--- src/rtl/pulse_stretch.sv ---
// pulse_stretch: turns short event strobes into visible pulses with a guaranteed
// minimum high time (HOLD) and low time (GAP). Events that arrive while a pulse
// is in progress are queued up to MAX_PENDING and replayed in order. When the
// queue is full, further events are dropped and the sticky overflow flag is set.
//
// Ports:
//   clk       in   system clock
//   reset_n   in   asynchronous active-low reset (synchronous release expected)
//   event_in  in   event request; each rising edge is one event (synchronous to clk)
//   pulse_out out  stretched pulse (registered)
//   busy      out  high whenever a pulse or its gap is in progress (registered)
//   pending   out  number of queued events not yet emitted (registered)
//   overflow  out  sticky: an event arrived while the queue was full (registered)
module pulse_stretch #(
  parameter int unsigned HOLD         = 50_000_000,  // ns
  parameter int unsigned GAP          = 50_000_000,  // ns
  parameter int unsigned CLOCK_PERIOD = 20,          // ns
  parameter int unsigned MAX_PENDING  = 7,
  localparam int unsigned PEND_W      = $clog2(MAX_PENDING + 1)
) (
  input  logic              clk,
  input  logic              reset_n,
  input  logic              event_in,
  output logic              pulse_out,
  output logic              busy,
  output logic [PEND_W-1:0] pending,
  output logic              overflow
);

  localparam int unsigned HOLD_CYCLES = HOLD / CLOCK_PERIOD;
  localparam int unsigned GAP_CYCLES  = GAP / CLOCK_PERIOD;
  localparam int unsigned MAX_CYCLES  = (HOLD_CYCLES > GAP_CYCLES) ? HOLD_CYCLES : GAP_CYCLES;
  localparam int unsigned CNT_W       = (MAX_CYCLES > 1) ? $clog2(MAX_CYCLES) : 1;

  localparam logic [CNT_W-1:0]  HOLD_LAST = CNT_W'(HOLD_CYCLES - 1);
  localparam logic [CNT_W-1:0]  GAP_LAST  = CNT_W'(GAP_CYCLES - 1);
  localparam logic [PEND_W-1:0] PEND_MAX  = PEND_W'(MAX_PENDING);

  typedef enum logic [1:0] {
    S_IDLE = 2'd0,
    S_HOLD = 2'd1,
    S_GAP  = 2'd2
  } state_e;

  state_e              state_q, state_d;
  logic [CNT_W-1:0]    cnt_q, cnt_d;
  logic                prev_q, prev_d;
  logic                pulse_q, pulse_d;
  logic                busy_q, busy_d;
  logic [PEND_W-1:0]   pending_q, pending_d;
  logic                overflow_q, overflow_d;

  logic                evt_c;
  logic                gap_end_c;
  logic                consume_c;
  logic                enqueue_c;

  assign evt_c = event_in & ~prev_q;

  // Next-state, queue and output computation.
  always_comb begin
    state_d    = state_q;
    cnt_d      = cnt_q;
    prev_d     = event_in;
    pending_d  = pending_q;
    overflow_d = overflow_q;
    gap_end_c  = 1'b0;
    consume_c  = 1'b0;
    enqueue_c  = 1'b0;

    case (state_q)
      S_IDLE: begin
        if (evt_c) begin
          state_d = S_HOLD;
          cnt_d   = '0;
        end
      end
      S_HOLD: begin
        if (cnt_q == HOLD_LAST) begin
          state_d = S_GAP;
          cnt_d   = '0;
        end else begin
          cnt_d = cnt_q + CNT_W'(1);
        end
      end
      S_GAP: begin
        if (cnt_q == GAP_LAST) begin
          gap_end_c = 1'b1;
          cnt_d     = '0;
          state_d   = (pending_q != '0 || evt_c) ? S_HOLD : S_IDLE;
        end else begin
          cnt_d = cnt_q + CNT_W'(1);
        end
      end
      default: begin
        state_d = S_IDLE;
        cnt_d   = '0;
      end
    endcase

    // A queued event is consumed first at gap end; a fresh event on that cycle
    // with an empty queue starts the next pulse directly instead of being queued.
    consume_c = gap_end_c && (pending_q != '0);
    if (state_q != S_IDLE && evt_c) begin
      if (pending_q == PEND_MAX) begin
        overflow_d = 1'b1;
      end else if (!(gap_end_c && pending_q == '0)) begin
        enqueue_c = 1'b1;
      end
    end

    if (consume_c && !enqueue_c) begin
      pending_d = pending_q - PEND_W'(1);
    end else if (enqueue_c && !consume_c) begin
      pending_d = pending_q + PEND_W'(1);
    end

    pulse_d = (state_d == S_HOLD);
    busy_d  = (state_d != S_IDLE);
  end

  // State and output registers; history resets high so a level held across
  // reset release is not seen as an event.
  always_ff @(posedge clk or negedge reset_n) begin
    if (!reset_n) begin
      state_q    <= S_IDLE;
      cnt_q      <= '0;
      prev_q     <= 1'b1;
      pulse_q    <= 1'b0;
      busy_q     <= 1'b0;
      pending_q  <= '0;
      overflow_q <= 1'b0;
    end else begin
      state_q    <= state_d;
      cnt_q      <= cnt_d;
      prev_q     <= prev_d;
      pulse_q    <= pulse_d;
      busy_q     <= busy_d;
      pending_q  <= pending_d;
      overflow_q <= overflow_d;
    end
  end

  assign pulse_out = pulse_q;
  assign busy      = busy_q;
  assign pending   = pending_q;
  assign overflow  = overflow_q;

endmodule

--- config.mk ---
export PLATFORM = sky130hd
export DESIGN_NAME = pulse_stretch
export DESIGN_NICKNAME = d
export VERILOG_FILES = /design/src/rtl/pulse_stretch.sv
export SDC_FILE = /design/constraint.sdc
export NUM_CORES = 1
export LEC_CHECK = 0
export ABC_CLOCK_PERIOD_IN_PS = 4700
export CAP_MARGIN = 20
export CORE_UTILIZATION = 61
export CTS_CLUSTER_DIAMETER = 100
export DETAILED_ROUTE_END_ITERATION = 16
export DONT_BUFFER_PORTS = 1
export GPL_TIMING_DRIVEN = 0
export PLACE_DENSITY = 0.74
export SETUP_SLACK_MARGIN = 0.15
export SLEW_MARGIN = 25
export SYNTH_ARGS = -nofsm -noshare
export SYNTH_HDL_FRONTEND = slang
export SYNTH_SLANG_ARGS = --single-unit
--- constraint.sdc ---
create_clock -name clk -period 4.7 [get_ports clk]
set_clock_uncertainty 0.1 [all_clocks]
set_input_delay 0.47 -clock clk [delete_from_list [all_inputs] [get_ports clk]]
set_output_delay 0.47 -clock clk [all_outputs]
set_load 0.03 [all_outputs]
# Yosys cells after proc, flatten, opt, wreduce, memory -nomap -nowiden
# Index checks and enable logic that the tools add are counted.
dict set report totals {
  reg_bits 31
  in_bits 3
  out_inout_bits 6
  wordCells 49
}
dict set report op_classes {
  add_sub_neg 3
  n_eq_ne 6
  mux 15
  n_bitwise 2
  reduce_logical 16
}
# op count
set ops {}
lappend ops {{$mux W22} 2}
lappend ops {{$pmux W22 S2} 1}
lappend ops {{$add A22 B1 Y22 const B} 1}
lappend ops {{$eq A22 B22 Y1 const B} 1}
lappend ops {{$mux W1} 6}
lappend ops {{$mux W2} 3}
lappend ops {{$mux W3} 2}
lappend ops {{$pmux W2 S3} 1}
lappend ops {{$reduce_bool A2 Y1} 3}
lappend ops {{$logic_and A1 B1 Y1} 5}
lappend ops {{$eq A2 B1 Y1 const B} 2}
lappend ops {{$add A3 B1 Y3 const B} 1}
lappend ops {{$eq A3 B3 Y1 const B} 1}
lappend ops {{$logic_not A3 Y1} 1}
lappend ops {{$reduce_bool A3 Y1} 1}
lappend ops {{$sub A3 B1 Y3 const B} 1}
lappend ops {{$eq A2 B2 Y1 const B} 1}
lappend ops {{$logic_not A1 Y1} 2}
lappend ops {{$logic_not A2 Y1} 1}
lappend ops {{$ne A2 B2 Y1 const B} 1}
lappend ops {{$reduce_and A2 Y1} 1}
lappend ops {{$reduce_or A2 Y1} 1}
lappend ops {{$and A1 B1 Y1} 1}
lappend ops {{$logic_or A1 B1 Y1} 1}
lappend ops {{$not A1 Y1} 1}

# Logic depth before layout (Yosys ltp)
dict set report logic_depth {
  word_depth 10
  depth_mapped 12
}

# Worst setup path after synthesis
# OpenSTA, ideal clock, no wires.
dict set report synth_path {
  path_type {register to register}
  from {reg cnt_q[0]}
  to {reg pending_q[2], in the netlist pending[2]}
  arrival_time_ns 2.539
  t_required_ns 4.519
  slack_ns 1.980
  stages_incl_launch_ff 11
  period_less_slack_ns 2.720
  cell_sequence {dfrtp_1 > ha_1 > nand4_2 > or4_2 > nor4_1 > ha_1 > inv_1 > fa_1 > xor2_1 > nor2_1 > xor2_1}
}
dict set report synth_between {
  elab_chain_len 10
  elab_cells_between_ends 14
}
# element line_no
set synth_lines {}
lappend synth_lines {{from (decl)} 46} ;# logic [CNT_W-1:0] cnt_q, cnt_d;
lappend synth_lines {{from (signal assigned)} 135} ;# cnt_q <= cnt_d;
lappend synth_lines {{$eq A22 B22 Y1 *} 87} ;# if (cnt_q == GAP_LAST) begin
lappend synth_lines {{$mux W1 *} 87}
lappend synth_lines {{$mux W1 *} 71} ;# case (state_q)
lappend synth_lines {{$logic_and A1 B1 Y1} 107} ;# end else if (!(gap_end_c && pending_q == '0)) begin
lappend synth_lines {{$mux W1} 107}
lappend synth_lines {{$mux W1} 105} ;# if (pending_q == PEND_MAX) begin
lappend synth_lines {{$mux W1} 104} ;# if (state_q != S_IDLE && evt_c) begin
lappend synth_lines {{$logic_not A1 Y1} 112} ;# if (consume_c && !enqueue_c) begin
lappend synth_lines {{$logic_and A1 B1 Y1} 112}
lappend synth_lines {{$mux W3 / $reduce_bool A2 Y1 (equally long branches)} n/a}
lappend synth_lines {{to (signal assigned)} 139} ;# pending_q <= pending_d;
lappend synth_lines {{to (decl)} 50} ;# logic [PEND_W-1:0] pending_q, pending_d;
# Mark *: on every way between the ends. The rest lies on a longest branch, timed or not.
# A chain may end at the register's enable or synchronous reset.

# Worst setup path in the final report
# Ends and elaborated chain as after synthesis.

==> summary.txt <==
Pwr
  – Flop pwr share: 52.8%
  – Net Sw Power: 314 uW
  – Pwr/cell area: 418 nW/um2
  – Leakage: 0.000811 uW
  – Clock Power Share: 18.9%
  – Comb pwr share: 28.3%
  – VDD IR max: 0.467 mV
  – Net Sw Frac: 40.9%
  – Int Pwr: 454 uW

Logic synthesis
  – Post-synthesis mux area share: 1.16%
  – Sequential share of the synthesized area: 45.1%
  – Synth Area in Adders: 5.52%
  – Syn_nets: 186
  – Ys async rst share: 100%
  – Yosys reg bits: 31
  – Largest family of logic cells by synthesized area: simple AND/OR/NAND/NOR gates
  – Synthesized area per cell: 9.78 um2
  – Compound-cell area share of the yosys netlist: 9.45%
  – Post-Syn Area: 1720 um2
  – Cell count after synthesis: 176
  – Synth Area in XOR/XNOR: 9.16%
  – Cell variety after synth: 43
  – Simple-gate area share of the yosys netlist: 26.9%
  – Ys flop type: dfrtp_1
  – Number of synthesized flops with an enable pin: 0
  – Synthesis Warnings: 0

Worst hold path
  – HP Start: event_in
  – Hold Path Class: in2reg
  – Hold Path Stages: 0
  – Hold path endpoint: prev_q

STA
  – Slew Viols, Final: 0
  – Worst slew pin tran: 1.00 ns
  – Setup TNS Final: 0 ns
  – Tcrit/Tclk final: 64.8%
  – Slew headroom: 32.7%
  – Count of final hold-check violations: 0
  – Fmax: 328 MHz
  – RSZ-0062 raised after global routing: no
  – Setup WS post-layout: 1.66 ns
  – Fin crit period: 3.04 ns
  – Final setup vio count: 0

Worst setup path
  – Critical-path maximum fanout: 5
  – Worst r2r dst: pending[2]
  – Worst-path cell chain: ha_1 > nand4_2 > or4_2 > nor4_1 > ha_1 > inv_1 > fa_1 > xor2_1 > nor2_1 > xor2_1
  – Crit-path slowest cell: or4_2
  – Crit path largest cell delay: 0.65 ns
  – Worst Path Arrival: 3.20 ns
  – WP data required: 4.85 ns
  – R2r setup slk: 1.66 ns
  – Critical Path End Type: flip-flop
  – FF-to-FF Start: cnt_q[0]
  – Crit start category: flip-flop
  – Buf+Inv Stages, Crit Path: 1
  – Worst r2r path cells: 10
  – Worst path top cell family by delay: simple AND/OR/NAND/NOR gates
  – Crit path kind: reg2reg

Clock network
  – Post-CTS Setup Bufs: 0
  – H-tree depth: 2
  – CTS tree: yes
  – Root buffer cell: clkbuf_4
  – CTS Sinks: 31
  – Clk slew on worst S/H paths: 0.10 ns
  – Post-CTS sizing: 0
  – Hold Buf Count CTS: 2
  – Clock latency on the worst-skew pair: 0.33 ns
  – Number of buffers created by CTS: 5
  – Longest Clk Path Bufs: 2

Place
  – Post-place setup slack: 1.66 ns
  – IO Port Bufs: 0
  – DPL Wire Length: 2300 um
  – Placer congestion estimate: 0.758

GRT
  – First-pass GRT wire length: 5640 um
  – GRT Total Usage: 26.9%
  – Vias in the first global route: 1288
  – Grt ovf: 0
  – Pin count of the biggest net entering global routing: 32
  – Initial antenna violation count: 0

Drt
  – Antenna-violating nets left: 0
  – Wire per inst: 14.8 um
  – Final wirelength: 3200 um
  – Via count: 1316
  – DR vias/cell: 6.09
  – Drt pass-1 iters: 4
  – # DRC: 0
  – Drt initial violations: 32

Floorplanning
  – Full die area: 3040 um2
  – Rows: 18
  – Chip Height: 55.1 um
  – IO Count: 9
  – Starting Density: 67.1%
  – Core region area: 2570 um2
  – Die X: 55.1 um

Outcome
  – Outcome: finished clean

Finish
  – Share of cells above drive strength 1: 10.8%
  – Inserted Diodes: 0
  – Layout area overhead: 6.83%
  – Layout Nets: 195
  – Final-layout fill cell count: 186

Flow run
  – Max Cap Viol: 0
kinds of logic (layout without fill, tap and decap cells):
logic type                 after synthesis  count (layout)
DFF                                     31              31
muxes                                    2               2
AOI/OAI and AO/OA                       18              18
buffers and inverters                   11              21
adders and majority gates                7               7
and+or+nand+nor                         89              89
xor gates and xnor gates                18              18
placed cells by master, fill, tap and decap left out, drive strengths merged, types with 2 or more instances in the layout:
master  synthesis  layout
dfrtp          30      30
nor2           22      22
nand2          19      19
xor2           16      16
nand3          14      14
nand4           9       9
clkbuf          2       9
inv             7       7
o21ai           7       7
ha              6       6
nor3            4       4
and3            4       4
nor4            3       3
nand2b          3       3
buf             2       3
and2            2       2
mux2i           2       2
xnor2           2       2
or3             2       2
or4             2       2
cells in the mapped netlist, drive strengths merged, types with 3 or more instances:
cell,n,area share [%]
and3,4,1.5
dfrtp,30,44
ha,6,4.4
inv,7,1.5
nand2,19,4.1
nand2b,3,1.1
nand3,14,4.1
nand4,9,3.6
nor2,22,4.8
nor3,4,1.2
nor4,3,1.1
o21ai,7,2.3
xor2,16,8.1
worst max path at each step:
stage                   from          to  slack, ns  cells after the start
CTS                 cnt_q[0]  pending[2]       1.63                     10
floorplan           cnt_q[0]  pending[2]       1.98                     10
global route        cnt_q[0]  pending[2]       1.51                     10
detailed placement  cnt_q[0]  pending[2]       1.66                     10
global placement    cnt_q[0]  pending[2]       1.75                     10
finish              cnt_q[0]  pending[2]       1.66                     10
flip-flops by register name, indices dropped and copies added, names as in the netlist:
name	flops
cnt_q	22
state_q	2
pulse_out	1
prev_q	1
pending	3
overflow	1
busy	1
power groups by stage:
stage	Sequential, uW	Combinational, uW	Clock, uW
after global routing	414	247	161
after global placement	408	202	0
after CTS	406	219	148
final	405	218	145
after floorplan	399	174	0
after detailed placement	411	209	0
layout make-up:
class	instances	area (um2)	area share, %
Clock inverter	1	5.00	0.272
Multi-Input combinational cell	134	898	48.8
Buffer	4	20.0	1.09
Tap cell	30	37.5	2.04
Timing Repair Buffer	2	30.0	1.63
Inverter	7	26.3	1.43
Clock buffer	7	45.0	2.45
Sequential cell	31	777	42.2
per-layer routing:
layer,track usage (%),vias to the layer above,share of wire (%)
met2,41.4,35,45
met1,35.8,637,49
met5,0,-,0
met4,11.7,0,1.8
li1,-,636,-
met3,6.83,8,4.3
metrics by stage:
step | utilization (%) | cells | power (uW) | instance area (um2) | hold WS, ns
after floorplan | - | 176 | 573 | 1720 | 0.0744
after global placement | 68.5 | 206 | 611 | 1760 | 0.0749
after detailed placement | 68.5 | 206 | 620 | 1760 | 0.0750
after CTS | 71.6 | 216 | 773 | 1840 | 0.0287
after global routing | 71.6 | 216 | 822 | 1840 | 0.0123
final | 71.6 | 216 | 768 | 1840 | 0.0356
Note: power is estimated with default switching activity, not from simulation.
==> variant, RTL diff (same settings) <==
Change the parameter `CLOCK_PERIOD` from 20 to 10.
--- a/src/rtl/pulse_stretch.sv
+++ b/src/rtl/pulse_stretch.sv
@@ -15,5 +15,5 @@
   parameter int unsigned HOLD         = 50_000_000,  // ns
   parameter int unsigned GAP          = 50_000_000,  // ns
-  parameter int unsigned CLOCK_PERIOD = 20,          // ns
+  parameter int unsigned CLOCK_PERIOD = 10,          // ns
   parameter int unsigned MAX_PENDING  = 7,
   localparam int unsigned PEND_W      = $clog2(MAX_PENDING + 1)
Formal check against the unedited RTL: same outputs for any inputs over 10 cycles, from zero or initial values and one cycle with reset_n low; that may be too few to reach the edited logic, so the function may still have changed.
==> variant against the unedited design <==
Fmax is 1.9% higher; routed wire length is 11% higher; cell area is 6.6% higher; sequential cell count is 1 higher; area after synthesis is 6.5% higher; worst setup slack better by 0.056 ns; synthesized cell count is 7.4% higher; power is 9.6% higher; cell count is 6.5% higher; die area is 6.2% higher; global-route usage is 1.4 points lower; sequential share of layout area is 1.3 points lower.
==> variant: results (changes against the unedited design) <==
Pleak=0.830 nW (+2.4%); Non-Filler Instances=230 (+6.5%); Final HPWL DP=2520 um (+9.7%); clock root buffer=clkbuf_4; nets=208 (+6.7%); initial DRC count=51 (+59%); VDD IR max=0.301 mV (-36%); met2 WL=1750 um (+21%); clock-pin transition on the worst setup and hold timing paths=0.10 ns (about the same); max incr delay on CP=0.45 ns (-0.20 ns); global-route wire length before repair=6220 um (+10%); Rows=19 (+1); worst reg2reg path depth=12 (+2); routed via count=1423 (+8.1%); Max-slew headroom=63.7% (+31 points); Post-synth top cells=dfrtp_1 (31), nand2_1 (18), xor2_1 (14); sequential area share after synthesis=43.8% (-1.4 points); Mapped Cells=189 (+7.4%); WL per Instance=15.4 um (+3.9%); Setup WS pre-CTS=1.71 ns (+0.0505 ns); # placed instances=220 (+6.8%); Synth area leaders=dfrtp_1 (42%), xor2_1 (6.7%), ha_1 (4.1%); critical path arrival=3.15 ns (-0.05 ns); RePlAce Congestion=0.811 (+7.0%); Total Routing Usage GR=25.5% (-1.4 points); Synth cell types=46 (+7.0%); DR WL met3=117 um (-15%); status=finished, final reports clean; synthesized net count=199 (+7.0%); CP max-delay cell=nor4_1; wire length on met1=1620 um (+4.0%)
[variant: where the power goes]
group / switching [mW] / total (mW) / internal, mW
sequential: 0.0958 / 0.411 / 0.315
combinational: 0.155 / 0.266 / 0.111
clock: 0.0911 / 0.165 / 0.0738
total: 0.342 / 0.842 / 0.500
[variant: worst register-to-register path: stages (launching register included)]
cell	delay, ns
dfrtp_1	0.41
ha_1	0.22
nand3_2	0.18
nor4_1	0.45
and2_1	0.28
nand2_1	0.07
o211ai_1	0.17
ha_1	0.21
inv_1	0.06
fa_1	0.37
xor2_1	0.15
nor2_1	0.11
xor2_1	0.15
[variant: layout make-up]
class	instances	area, sq um
Clock buffer	8	58.8
Tap cell	31	38.8
Sequential cell	32	802
Fill cell	236	845
Inverter	8	30.0
Multi-Input combinational cell	144	956
Timing Repair Buffer	2	30.0
Buffer	5	45.0
[variant: path summary, 6_finish.rpt]
path | slack (ns) | endpoint
max in group asynchronous | 3.77 | prev_q$_DFF_PN1_
min | 0.03 | prev_q$_DFF_PN1_
max reg2reg | 1.71 | pending[2]$_DFFE_PN0P_
max | 1.71 | pending[2]$_DFFE_PN0P_
min reg2reg | 0.42 | cnt_q[0]$_DFFE_PN0P_
min in group asynchronous | 0.49 | cnt_q[8]$_DFFE_PN0P_
[variant: stage by stage]
| step | instance area [sq um] | power [mW] | hold WS (ns) | utilization (%) |
|---|---|---|---|---|
| final | 1960 | 0.842 | 0.0269 | 69.9 |
| after global routing | 1960 | 0.895 | 0.00726 | 69.9 |
| after CTS | 1960 | 0.846 | 0.0262 | 69.9 |
| after detailed placement | 1870 | 0.674 | 0.0750 | 66.7 |
| after global placement | 1870 | 0.664 | 0.0750 | 66.7 |
| after floorplan | 1830 | 0.623 | 0.0744 | - |
[variant: routing by layer]
| metal | vias up | global-route usage (%) |
|---|---|---|
| li1 | 691 | - |
| met1 | 694 | 32.6 |
| met2 | 31 | 42.0 |
| met3 | 7 | 5.53 |
| met4 | 0 | 10.5 |
| met5 | - | 0 |
[variant: what timing repair did]
| action | 4_1_cts | 5_1_grt |
|---|---|---|
| resized for setup | 0 | 0 |
| endpoints found under the hold margin | 32 | 0 |
| hold buffers | 2 | 0 |
| setup buffers | 0 | 0 |
[variant: kinds of logic after synthesis]
logic type / count (synthesis) / synth area share, %
AO/OA/AOI/OAI: 33 / 11.6
XOR/XNOR: 15 / 7.17
adder cells (fa/ha/maj): 7 / 5.19
buffers and inverters: 13 / 4.10
flip-flops: 32 / 43.8
multiplexers: 4 / 2.25
AND/OR/NAND/NOR: 85 / 25.9
